==> config.mk <==
export PLATFORM = sky130hd
export DESIGN_NAME = alu_pipe
export DESIGN_NICKNAME = d
export VERILOG_FILES = /design/src/rtl/alu_pipe.sv
export SDC_FILE = /design/constraint.sdc
export NUM_CORES = 1
export LEC_CHECK = 0
export ABC_AREA = 1
export CAP_MARGIN = 25
export CORE_ASPECT_RATIO = 0.9
export CORE_MARGIN = 8
export CORE_UTILIZATION = 64
export CTS_BUF_LIST = sky130_fd_sc_hd__clkbuf_4 sky130_fd_sc_hd__clkbuf_8
export CTS_CLUSTER_DIAMETER = 80
export DETAILED_ROUTE_END_ITERATION = 8
export GPL_TIMING_DRIVEN = 0
export PLACE_DENSITY = 0.88
export SKIP_LAST_GASP = 1
export SYNTH_ARGS = -nofsm -noshare
export SYNTH_HDL_FRONTEND = slang
export SYNTH_SLANG_ARGS = --single-unit
==> constraint.sdc <==
create_clock -name clk -period 2.1 [get_ports clk]
set_input_delay 0.315 -clock clk [delete_from_list [all_inputs] [get_ports clk]]
set_output_delay 0.315 -clock clk [all_outputs]
set_load 0.1 [all_outputs]
==> src/rtl/alu_pipe.sv <==
// rtl/alu_pipe.sv - registered ALU with valid/ready handshakes and a full flag set
// Optional shift-add multiplier (op 10) is built when ALU_PIPE_MUL_EN is defined.
module alu_pipe #(
   parameter int WIDTH = 32,
   parameter int TAG_W = 4
) (
   input  logic             clk,
   input  logic             rst_n,
   input  logic             in_valid,
   output logic             in_ready,
   input  logic [3:0]       op,
   input  logic [WIDTH-1:0] a,
   input  logic [WIDTH-1:0] b,
   input  logic [TAG_W-1:0] in_tag,
   output logic             out_valid,
   input  logic             out_ready,
   output logic [WIDTH-1:0] c,
   output logic [TAG_W-1:0] out_tag,
   output logic             zero,
   output logic             neg,
   output logic             carry,
   output logic             ovf,
   output logic             err
);
   localparam int SHW = $clog2(WIDTH);

   localparam logic [3:0] OP_AND  = 4'd0;
   localparam logic [3:0] OP_OR   = 4'd1;
   localparam logic [3:0] OP_ADD  = 4'd2;
   localparam logic [3:0] OP_XOR  = 4'd3;
   localparam logic [3:0] OP_SLL  = 4'd4;
   localparam logic [3:0] OP_SRL  = 4'd5;
   localparam logic [3:0] OP_SUB  = 4'd6;
   localparam logic [3:0] OP_SRA  = 4'd7;
   localparam logic [3:0] OP_SLT  = 4'd8;
   localparam logic [3:0] OP_SLTU = 4'd9;

`ifdef ALU_PIPE_MUL_EN
   localparam logic [3:0] OP_MUL  = 4'd10;
   typedef enum logic {IDLE = 1'b0, MUL_BUSY = 1'b1} state_e;
`else
   typedef enum logic {IDLE = 1'b0} state_e;
`endif

   state_e state_q, state_d;

   logic             out_valid_q, out_valid_d;
   logic [WIDTH-1:0] c_q, c_d;
   logic [TAG_W-1:0] tag_q, tag_d;
   logic             zero_q, zero_d;
   logic             neg_q, neg_d;
   logic             carry_q, carry_d;
   logic             ovf_q, ovf_d;
   logic             err_q, err_d;

   logic             accept;
   logic             ld_alu;
   logic [WIDTH-1:0] alu_c;
   logic             alu_carry, alu_ovf, alu_err;
   logic [WIDTH:0]   sum_w, diff_w;
   logic [SHW-1:0]   shamt;

   // rst_n gates only the outward ready; the flops are already held by the async reset
   assign in_ready = rst_n && (state_q == IDLE) && (!out_valid_q || out_ready);
   assign accept   = in_valid && (state_q == IDLE) && (!out_valid_q || out_ready);

   assign sum_w  = {1'b0, a} + {1'b0, b};
   assign diff_w = {1'b0, a} - {1'b0, b};
   assign shamt  = b[SHW-1:0];

   always_comb begin
      alu_c     = '0;
      alu_carry = 1'b0;
      alu_ovf   = 1'b0;
      alu_err   = 1'b0;
      case (op)
         OP_AND:  alu_c = a & b;
         OP_OR:   alu_c = a | b;
         OP_XOR:  alu_c = a ^ b;
         OP_ADD: begin
            alu_c     = sum_w[WIDTH-1:0];
            alu_carry = sum_w[WIDTH];
            alu_ovf   = (a[WIDTH-1] == b[WIDTH-1]) && (sum_w[WIDTH-1] != a[WIDTH-1]);
         end
         OP_SUB: begin
            // the extra top bit of the difference is the unsigned borrow (a < b)
            alu_c     = diff_w[WIDTH-1:0];
            alu_carry = diff_w[WIDTH];
            alu_ovf   = (a[WIDTH-1] != b[WIDTH-1]) && (diff_w[WIDTH-1] != a[WIDTH-1]);
         end
         OP_SLL:  alu_c = a << shamt;
         OP_SRL:  alu_c = a >> shamt;
         OP_SRA:  alu_c = WIDTH'($signed(a) >>> shamt);
         OP_SLT:  alu_c = {{(WIDTH-1){1'b0}}, ($signed(a) < $signed(b))};
         OP_SLTU: alu_c = {{(WIDTH-1){1'b0}}, (a < b)};
         default: alu_err = 1'b1;
      endcase
   end

`ifdef ALU_PIPE_MUL_EN
   logic [WIDTH-1:0] mcand_q, mcand_d;
   logic [WIDTH-1:0] mplier_q, mplier_d;
   logic [WIDTH-1:0] acc_q, acc_d;
   logic [WIDTH-1:0] acc_next;
   logic [SHW-1:0]   cnt_q, cnt_d;
   logic [TAG_W-1:0] mtag_q, mtag_d;
   logic             mul_done;

   assign ld_alu   = accept && (op != OP_MUL);
   assign acc_next = acc_q + (mplier_q[0] ? mcand_q : '0);
   assign mul_done = (state_q == MUL_BUSY) && (cnt_q == SHW'(WIDTH - 1));

   always_comb begin
      state_d  = state_q;
      mcand_d  = mcand_q;
      mplier_d = mplier_q;
      acc_d    = acc_q;
      cnt_d    = cnt_q;
      mtag_d   = mtag_q;
      case (state_q)
         IDLE: begin
            if (accept && (op == OP_MUL)) begin
               state_d  = MUL_BUSY;
               mcand_d  = a;
               mplier_d = b;
               acc_d    = '0;
               cnt_d    = '0;
               mtag_d   = in_tag;
            end
         end
         MUL_BUSY: begin
            acc_d    = acc_next;
            mcand_d  = mcand_q << 1;
            mplier_d = mplier_q >> 1;
            cnt_d    = cnt_q + SHW'(1);
            if (mul_done) begin
               state_d = IDLE;
            end
         end
         default: state_d = IDLE;
      endcase
   end

   always_ff @(posedge clk or negedge rst_n) begin
      if (!rst_n) begin
         mcand_q  <= '0;
         mplier_q <= '0;
         acc_q    <= '0;
         cnt_q    <= '0;
         mtag_q   <= '0;
      end else begin
         mcand_q  <= mcand_d;
         mplier_q <= mplier_d;
         acc_q    <= acc_d;
         cnt_q    <= cnt_d;
         mtag_q   <= mtag_d;
      end
   end
`else
   assign ld_alu = accept;

   always_comb begin
      state_d = state_q;
   end
`endif

   always_comb begin
      out_valid_d = out_valid_q;
      c_d         = c_q;
      tag_d       = tag_q;
      zero_d      = zero_q;
      neg_d       = neg_q;
      carry_d     = carry_q;
      ovf_d       = ovf_q;
      err_d       = err_q;
      if (out_valid_q && out_ready) begin
         out_valid_d = 1'b0;
      end
      if (ld_alu) begin
         out_valid_d = 1'b1;
         c_d         = alu_c;
         tag_d       = in_tag;
         zero_d      = (alu_c == '0);
         neg_d       = alu_c[WIDTH-1];
         carry_d     = alu_carry;
         ovf_d       = alu_ovf;
         err_d       = alu_err;
      end
`ifdef ALU_PIPE_MUL_EN
      // the in_ready rule guarantees the output register is empty when the product lands
      else if (mul_done) begin
         out_valid_d = 1'b1;
         c_d         = acc_next;
         tag_d       = mtag_q;
         zero_d      = (acc_next == '0);
         neg_d       = acc_next[WIDTH-1];
         carry_d     = 1'b0;
         ovf_d       = 1'b0;
         err_d       = 1'b0;
      end
`endif
   end

   always_ff @(posedge clk or negedge rst_n) begin
      if (!rst_n) begin
         state_q     <= IDLE;
         out_valid_q <= 1'b0;
         c_q         <= '0;
         tag_q       <= '0;
         zero_q      <= 1'b1;
         neg_q       <= 1'b0;
         carry_q     <= 1'b0;
         ovf_q       <= 1'b0;
         err_q       <= 1'b0;
      end else begin
         state_q     <= state_d;
         out_valid_q <= out_valid_d;
         c_q         <= c_d;
         tag_q       <= tag_d;
         zero_q      <= zero_d;
         neg_q       <= neg_d;
         carry_q     <= carry_d;
         ovf_q       <= ovf_d;
         err_q       <= err_d;
      end
   end

   assign out_valid = out_valid_q;
   assign c         = c_q;
   assign out_tag   = tag_q;
   assign zero      = zero_q;
   assign neg       = neg_q;
   assign carry     = carry_q;
   assign ovf       = ovf_q;
   assign err       = err_q;

endmodule

==> out/results.ini, run 1 <==
[outcome]
outcome=aborted with a tool error
haltStage=global routing (5_1_grt)
error=[ERROR GRT-0232] Routing congestion too high. Check the congestion heatmap in the GUI.

[global_route]
grt_start_max_net_pins=25
grt_usage_pct=76.1
gr-total-overflow=134

[timing]
worstEndpointType=register input
crit_endpoint=zero$_DFFE_PN1P_/D

[logic_synthesis]
ys_types=42
syn_inst=2331
async_flop_share_pct=100
ys_ff_latch=41
synth_area_um2=11800
avgSynthCellArea_um2=5.07
yosys_warnings=0
synth_fp_nets=2510
yosysSeqAreaShare_pct=8.69
synth_edf_count=0
yosys_most_used_dff=dfrtp_1

[placed_design]
dp_hpwl_um=45000
place_inst=2694
gp_congestion=1.35
placed_area_um2=13500
portBuffers=118

[clock_tree]
cts_inserted_buffers=5
root_buffer=clkbuf_8
numClockSinks=41
cts.htree.levels=2
ctsLongestPathBuffers=2

[floorplanning]
die_height_um=145
die_w_um=159
placementRows=47
initial_utilization_pct=64.8
ios=119

[cell usage after synthesis, drive strengths merged (6+ instances only)]
cell type	n	area, µm²
nand2	827	3130
nand3	422	2120
inv	327	1230
nor2	224	891
ha	101	1260
a21oi	96	484
o21ai	89	445
buf	75	447
dfrtp	40	1000
o22ai	27	169
clkbuf	25	95.1
nor3	19	95.1
nand4	13	81.3
o211ai	9	67.6
o21bai	9	67.6
and2	6	37.5
[through the flow]
| step | worst slack [ns] | hold WS [ns] |
|---|---|---|
| floorplan | -0.271 | 0.0194 |
| global placement | -1.79 | 0.461 |
| detailed placement | -1.78 | 0.464 |
| CTS | -0.342 | 0.481 |
[layer usage]
layer	GRT overflow	global-route usage (%)
met5	0	17.9
met2	68	89.7
met3	5	63.7
met4	61	78.0
met1	0	76.6
[logic make-up after synthesis]
| group | synth area share, % |
|---|---|
| simple gates | 54.3 |
| buf+inv | 15.1 |
| compound gates | 11.0 |
| fa+ha+maj | 11.0 |
| flops | 8.69 |
[what timing repair did]
action / 4_1_cts
gates cloned: 1
setup endpoints to repair: 77
hold buffers: 3
resized for setup: 651
pin swaps: 127
setup buffers: 82
endpoints found under the hold margin: 16
==> run 2, diff against run 1 <==
CORE_ASPECT_RATIO = unset   (was 0.9)
CORE_UTILIZATION = 40   (was 64)
CTS_BUF_LIST = unset   (was sky130_fd_sc_hd__clkbuf_4 sky130_fd_sc_hd__clkbuf_8)
CTS_CLUSTER_DIAMETER = unset   (was 80)
PLACE_DENSITY = unset   (was 0.88)
PLACE_DENSITY_LB_ADDON = 0.15   (was unset)
==> out/results.ini, run 2 <==
[outcome]
outcome=complete, but fails checks
violations=hold timing, setup timing

[finish]
diodes=0
num-nets-final=2718
final_common_cell=nand2_1
drive_gt1_share_pct=26.2
area_delta_synth_final_pct=40.4
layout_common_cells=nand2_1 (694), nand3_1 (376), inv_1 (267)
final_cells=2930
n_fill_cell=2991
largest_reg_flops=32

[route]
firstDrtPassIters=6
wirelength_um=69200
vias=17209
wl_per_cell_um=23.6
antenna_left=0
drc=0
drtIter0Drc=1905
viasPerCell=5.87

[logic_synthesis]
yosys_most_used_dff=dfrtp_1
syn_inst=2331  ; unchanged
post-synth-top-count-cell=nand2_1
synth_area_um2=11800  ; unchanged
yosys_warnings=0  ; unchanged
ys_ff_latch=41  ; unchanged
synth_fp_nets=2510  ; unchanged
synth_common_cells=nand2_1 (821), nand3_1 (420), inv_1 (311)
synthTopCellsByArea=nand2_1 (26%), nand3_1 (18%), ha_1 (11%), inv_1 (9.9%), dfrtp_1 (8.5%)
async_flop_share_pct=100  ; unchanged
synth_top_area_share_pct=26.1  ; unchanged
ys_types=42  ; unchanged
avgSynthCellArea_um2=5.07  ; unchanged
yosysSeqAreaShare_pct=8.69  ; unchanged
synth_edf_count=0  ; unchanged
synth_top_area_cell=nand2_1

[worst_setup_path]
slowest_delay_ns=0.27
critical_path_depth=24
critPathBufInv=6
r2r_setup_slack_ns=0.30
crit_required_ns=2.33
end_kind=flop
cpMaxStageDelayCell=ha_4
reg2reg_to=c[11]
endpoint=zero
worstSetupPathType=in -> reg
worstReg2RegStart=out_valid
start_kind=input port
arrival_ns=2.78
crit_family=simple AND/OR/NAND/NOR gates
crit_chain=buf_8, buf_12, inv_8, buf_8, buf_8, ha_4, nor2_4, buf_4, nand2_2, nand2_1, nand2_2, nand3_4, nand2_2, nand2_2, nand2_1, nand2_2, nand2_2, a21oi_4, nand2_1, nor2_1, nand2_1, nor2_1, nand2_1, nand2_1
r2r_cells=6
crit_start=b[3]
path_max_fanout=8

[placed_design]
portBuffers=118  ; unchanged
gp_congestion=1.05  ; -22%
place_inst=2839  ; +5.4%
dp_hpwl_um=55600  ; +24%

[timing]
finalSetupTns_ns=-3.37
worst-slew-pin-transition_ns=1.00
slew_headroom_pct=33.4
fin_ws_ns=-0.446
timing.fmax_mhz=393
skew_ns=0.00206
rsz0062_at_grt=yes
fin_crit_ns=2.55
hold_viol_final=12
slew_violations=0
setup_violations=30
timing.final.crit_share_pct=121
whs_ns=-0.00534

[floorplanning]
placementRows=63  ; +34%
die_height_um=188  ; +30%
die_w_um=188  ; +18%
core-area_um2=29400
ios=119  ; unchanged
initial_utilization_pct=40.2  ; -25 points
dieArea_um2=35300

[clock_tree]
numClockSinks=41  ; unchanged
ctsLongestPathBuffers=2  ; unchanged
root_buffer=clkbuf_16
cts_tree=built
cts.htree.levels=2  ; unchanged
clk_latency_ns=0.29
cts_inserted_buffers=5  ; unchanged
clk_pin_slew_ns=0.06
cts_hold_buf=0  ; -3

[global_route]
grt_pass1_wl_um=101000
grt_usage_pct=37.2
grt_start_max_net_pins=43
gr-total-overflow=0
grt_pass1_vias=16494
antenna_found_initial=1

[worst_hold_path]
hold_path_class=in -> async

[power]
p_leak_nw=8.99
power_density_nw_per_um2=437
ir_drop_mv=0.328

[run]
maxCapViolations=0

-- run 2: cell counts after synthesis --
Identical to the previous run, type by type.
-- run 2: routing by layer --
metal	track usage (%)	routed length [µm]
met1	43.7	25700
met2	62.9	31900
met3	4.62	5860
met4	25.0	5730
met5	0	0
-- run 2: power by group --
group          internal, mW  total (mW)  switching [mW]
Clock                 0.435       0.734           0.300
Sequential            0.917       0.984          0.0671
Combinational          1.61        5.54            3.93
-- run 2: cell type report --
cell class	instances	area (µm²)	area share (%)
clock buffers	5	125	0.754
plain buffers	96	862	5.20
well taps	390	488	2.94
clock inverters	3	17.5	0.106
repair buffers	205	1780	10.7
inverters	329	1290	7.75
flip-flops and latches	41	1030	6.19
multi-input cells	1861	11000	66.4
-- run 2: worst reg2reg max path, cell delays in order (launching register included) --
cell      delay [ns]
dfrtp_1         0.37
nand2_1         0.08
nand2_1         0.25
clkbuf_1        0.45
clkbuf_2        0.34
nand2_1         0.14
o21ai_2         0.08
-- run 2: per-stage QoR --
step	worst slack, ns	cell area (µm²)	power [mW]	utilization (%)	hold slack, ns
after floorplan	-0.271	12000	3.97	-	0.0194
after global placement	-2.01	13700	5.46	46.6	0.458
after detailed placement	-1.96	13700	5.49	46.6	0.467
after CTS	-0.371	16000	6.89	54.5	0.00539
after global routing	-0.514	16600	7.58	56.4	0.0367
final	-0.446	16600	7.25	56.4	-0.00534
-- run 2: what timing repair did --
action	CTS	global route
gates resized for setup	718	197
setup endpoints to repair	59	57
setup buffers	71	15
cloned	1	0
pin swaps	136	81
-- run 2: logic make-up after synthesis --
group           after synthesis  synth area share (%)
compound gates              238                  11.0
simple gates               1520                  54.3
buf+inv                     429                  15.1
flops                        41                  8.69
fa+ha+maj                   103                  11.0
-- run 2: worst min path at each step --
stage           end  startpoint
2_1_floorplan  c[0]       rst_n
3_3_place_gp   zero        zero
6_report       c[1]       rst_n
4_1_cts        c[9]       rst_n
5_1_grt        c[1]       rst_n
3_5_place_dp   c[9]       rst_n
Power figures use the tool's default switching activity.
==> run 3, diff against run 2 <==
DONT_BUFFER_PORTS = 1   (was unset)
MAX_ROUTING_LAYER = met4   (was unset)
==> out/results.ini, run 3 (synthesis gave the netlist of run 2 again) <==
[global_route]
grt_pass1_wl_um=95700  ; -4.8%
grt_pass1_vias=14820  ; -10%
grt_start_max_net_pins=42  ; -2.3%
antenna_found_initial=0  ; -1
gr-total-overflow=0  ; unchanged
grt_usage_pct=37.0  ; -0.22 points

[placed_design]
placed_area_um2=12500  ; -8.5%
place_inst=2722  ; -4.1%
gp_congestion=1.08  ; +2.4%
portBuffers=0  ; -100%
post-place-ws_ns=-1.27  ; +0.686 ns
dp_hpwl_um=55900  ; +0.56%

[worst_hold_path]
hold_path_class=in -> reg
whs_endpoint=out_tag[2]
worstHoldStart=in_tag[2]
whs_path_depth=2

[finish]
drive_gt1_share_pct=17.0  ; -9.2 points
final_cell_area_um2=14100  ; -15%
fin_util_pct=48.0  ; -8.4 points
largest_reg_flops=32  ; unchanged
area_delta_synth_final_pct=19.4
layout_common_cells=nand2_1 (729), nand3_1 (392), inv_1 (299)
seq_area_um2=1030  ; +0.37%
final_cells=2773  ; -5.4%
n_fill_cell=3261  ; +9.0%
final_common_cell=nand2_1
multi_input_area_um2=10100  ; -8.3%
num-nets-final=2563  ; -5.7%
diodes=0  ; unchanged

[route]
wl_met2_um=30600  ; -4.0%
drc=0  ; unchanged
viasPerCell=5.91  ; +0.57%
antenna_left=0  ; unchanged
wirelength_um=67400  ; -2.7%
wl_per_cell_um=24.3  ; +2.8%
top_layer_used=met4
drtIter0Drc=2081  ; +9.2%
vias=16379  ; -4.8%
dr_wl_met3_um=5800  ; -1.1%
firstDrtPassIters=6  ; unchanged
wl_met1_um=25800  ; +0.28%

[worst_setup_path]
r2r_setup_slack_ns=0.16  ; -0.14 ns
worstReg2RegStart=out_valid
worstSetupPathType=in -> reg
slowest_delay_ns=0.29  ; +0.02 ns
arrival_ns=2.69  ; -0.09 ns
r2r_cells=6  ; unchanged
start_kind=input port
crit_required_ns=2.32  ; about the same
crit_chain=buf_12, inv_8, buf_8, buf_8, ha_4, nor2_4, buf_6, nand2_4, nand2_2, nand2_2, nand3_4, nand2_4, nand2_4, nand2_2, nand2_4, nand2_2, a21oi_4, nand2_1, nor2_1, nand2_1, nor2_1, nand2_1, nand2_1
reg2reg_to=c[11]
cpMaxStageDelayCell=ha_4
path_max_fanout=8  ; unchanged
end_kind=flop

[clock_tree]
clk_pin_slew_ns=0.06  ; about the same
root_buffer=clkbuf_16
cts_inserted_buffers=5  ; unchanged
cts.htree.levels=2  ; unchanged
numClockSinks=41  ; unchanged
cts_tree=built
ctsLongestPathBuffers=2  ; unchanged
clk_latency_ns=0.28  ; about the same

[power]
ir_drop_mv=0.315  ; -4.1%
switching_share_pct=61.2  ; +2.0 points
power_density_nw_per_um2=449  ; +2.6%
p_switching_mw=3.88  ; -9.7%
p_leak_nw=7.72  ; -14%
clock_power_share_pct=11.0  ; +0.9 points
p_total_mw=6.33  ; -13%
combPwrFrac_pct=58.0  ; -18 points
seqPwrFrac_pct=30.9  ; +17 points
p_int_mw=2.45  ; -17%

[timing]
hold_viol_final=0  ; -12
setup_violations=20  ; -33%
skew_ns=0.00615  ; +0.00408 ns
whs_ns=0.151  ; +0.156 ns
rsz0062_at_grt=yes
fin_ws_ns=-0.367  ; +0.0795 ns
finalSetupTns_ns=-2.28  ; +1.09 ns
worst-slew-pin-transition_ns=0.938  ; -0.0653 ns
slew_violations=0  ; unchanged
fin_crit_ns=2.47  ; -0.0795 ns
timing.fmax_mhz=405  ; +3.2%
slew_headroom_pct=37.5  ; +4.1 points
timing.final.crit_share_pct=117  ; -3.8 points

[floorplanning]
initial_utilization_pct=40.2  ; unchanged
die_w_um=188  ; unchanged
core-area_um2=29400  ; unchanged
dieArea_um2=35300  ; unchanged
placementRows=63  ; unchanged
die_height_um=188  ; unchanged
ios=119  ; unchanged

[run]
maxCapViolations=0  ; unchanged

[outcome]
outcome=complete, but fails checks
violations=setup timing

[run 3: changes by cell type in the layout (fill, tap and decap cells not counted), moves of 16 or more]
cell,change
dlygate4sd2_1,-44
buf_4,-41
nor2_1,+37
nor2_4,-37
nand2_1,+35
inv_1,+32
inv_2,-27
a21oi_1,+22
nand2_2,-22
a21oi_2,-18
dlymetal6s2s_1,-17
nand3_1,+16
nand3_2,-16
[run 3: repair_timing]
item                                    CTS  global route
hold endpoints to repair                 41             0
setup buffers                            37            11
endpoints found under the setup margin   41            39
resized for setup                       173           156
pin swaps                                55            66
hold buffers                              2             0
[run 3: critical path: cells and delay by family]
family          cells  cell delay (ns)
fa+ha+maj           1             0.29
simple gates       16             1.38
buf+inv             5             0.48
compound gates      1             0.18
[run 3: power by group through the flow]
stage,clock [mW],sequential (mW),combinational [mW]
CTS,0.706,1.97,3.34
floorplan,0,1.93,2.04
global placement,0,1.97,3.01
detailed placement,0,1.98,3.02
global route,0.734,1.98,3.92
finish,0.699,1.96,3.67
[run 3: worst max path at each step]
stage                     from  cells after the start   end  slack [ns]
final                     b[3]                     23  zero       -0.37
after global routing      b[3]                     22  zero       -0.43
after CTS                 b[3]                     23  zero       -0.29
after detailed placement  b[1]                     20  zero       -1.27
after global placement    b[1]                     20  zero       -1.30
after floorplan           b[3]                     23  zero       -0.27
[run 3: area by class of cell]
cell class	count	share of cell area (%)
Clock inverter	1	0.0355
Buffer	96	4.75
Clock buffer	5	0.887
Tap cell	390	3.46
Multi-Input combinational cell	1861	71.5
Sequential cell	41	7.30
Timing Repair Buffer	50	3.09
Inverter	329	8.94
[run 3: routing by layer]
| metal | track usage (%) | vias to the layer above |
|---|---|---|
| li1 | - | 7524 |
| met1 | 44.0 | 7630 |
| met3 | 4.12 | 216 |
| met2 | 59.4 | 1009 |
| met4 | 23.2 | 0 |
| met5 | - | - |
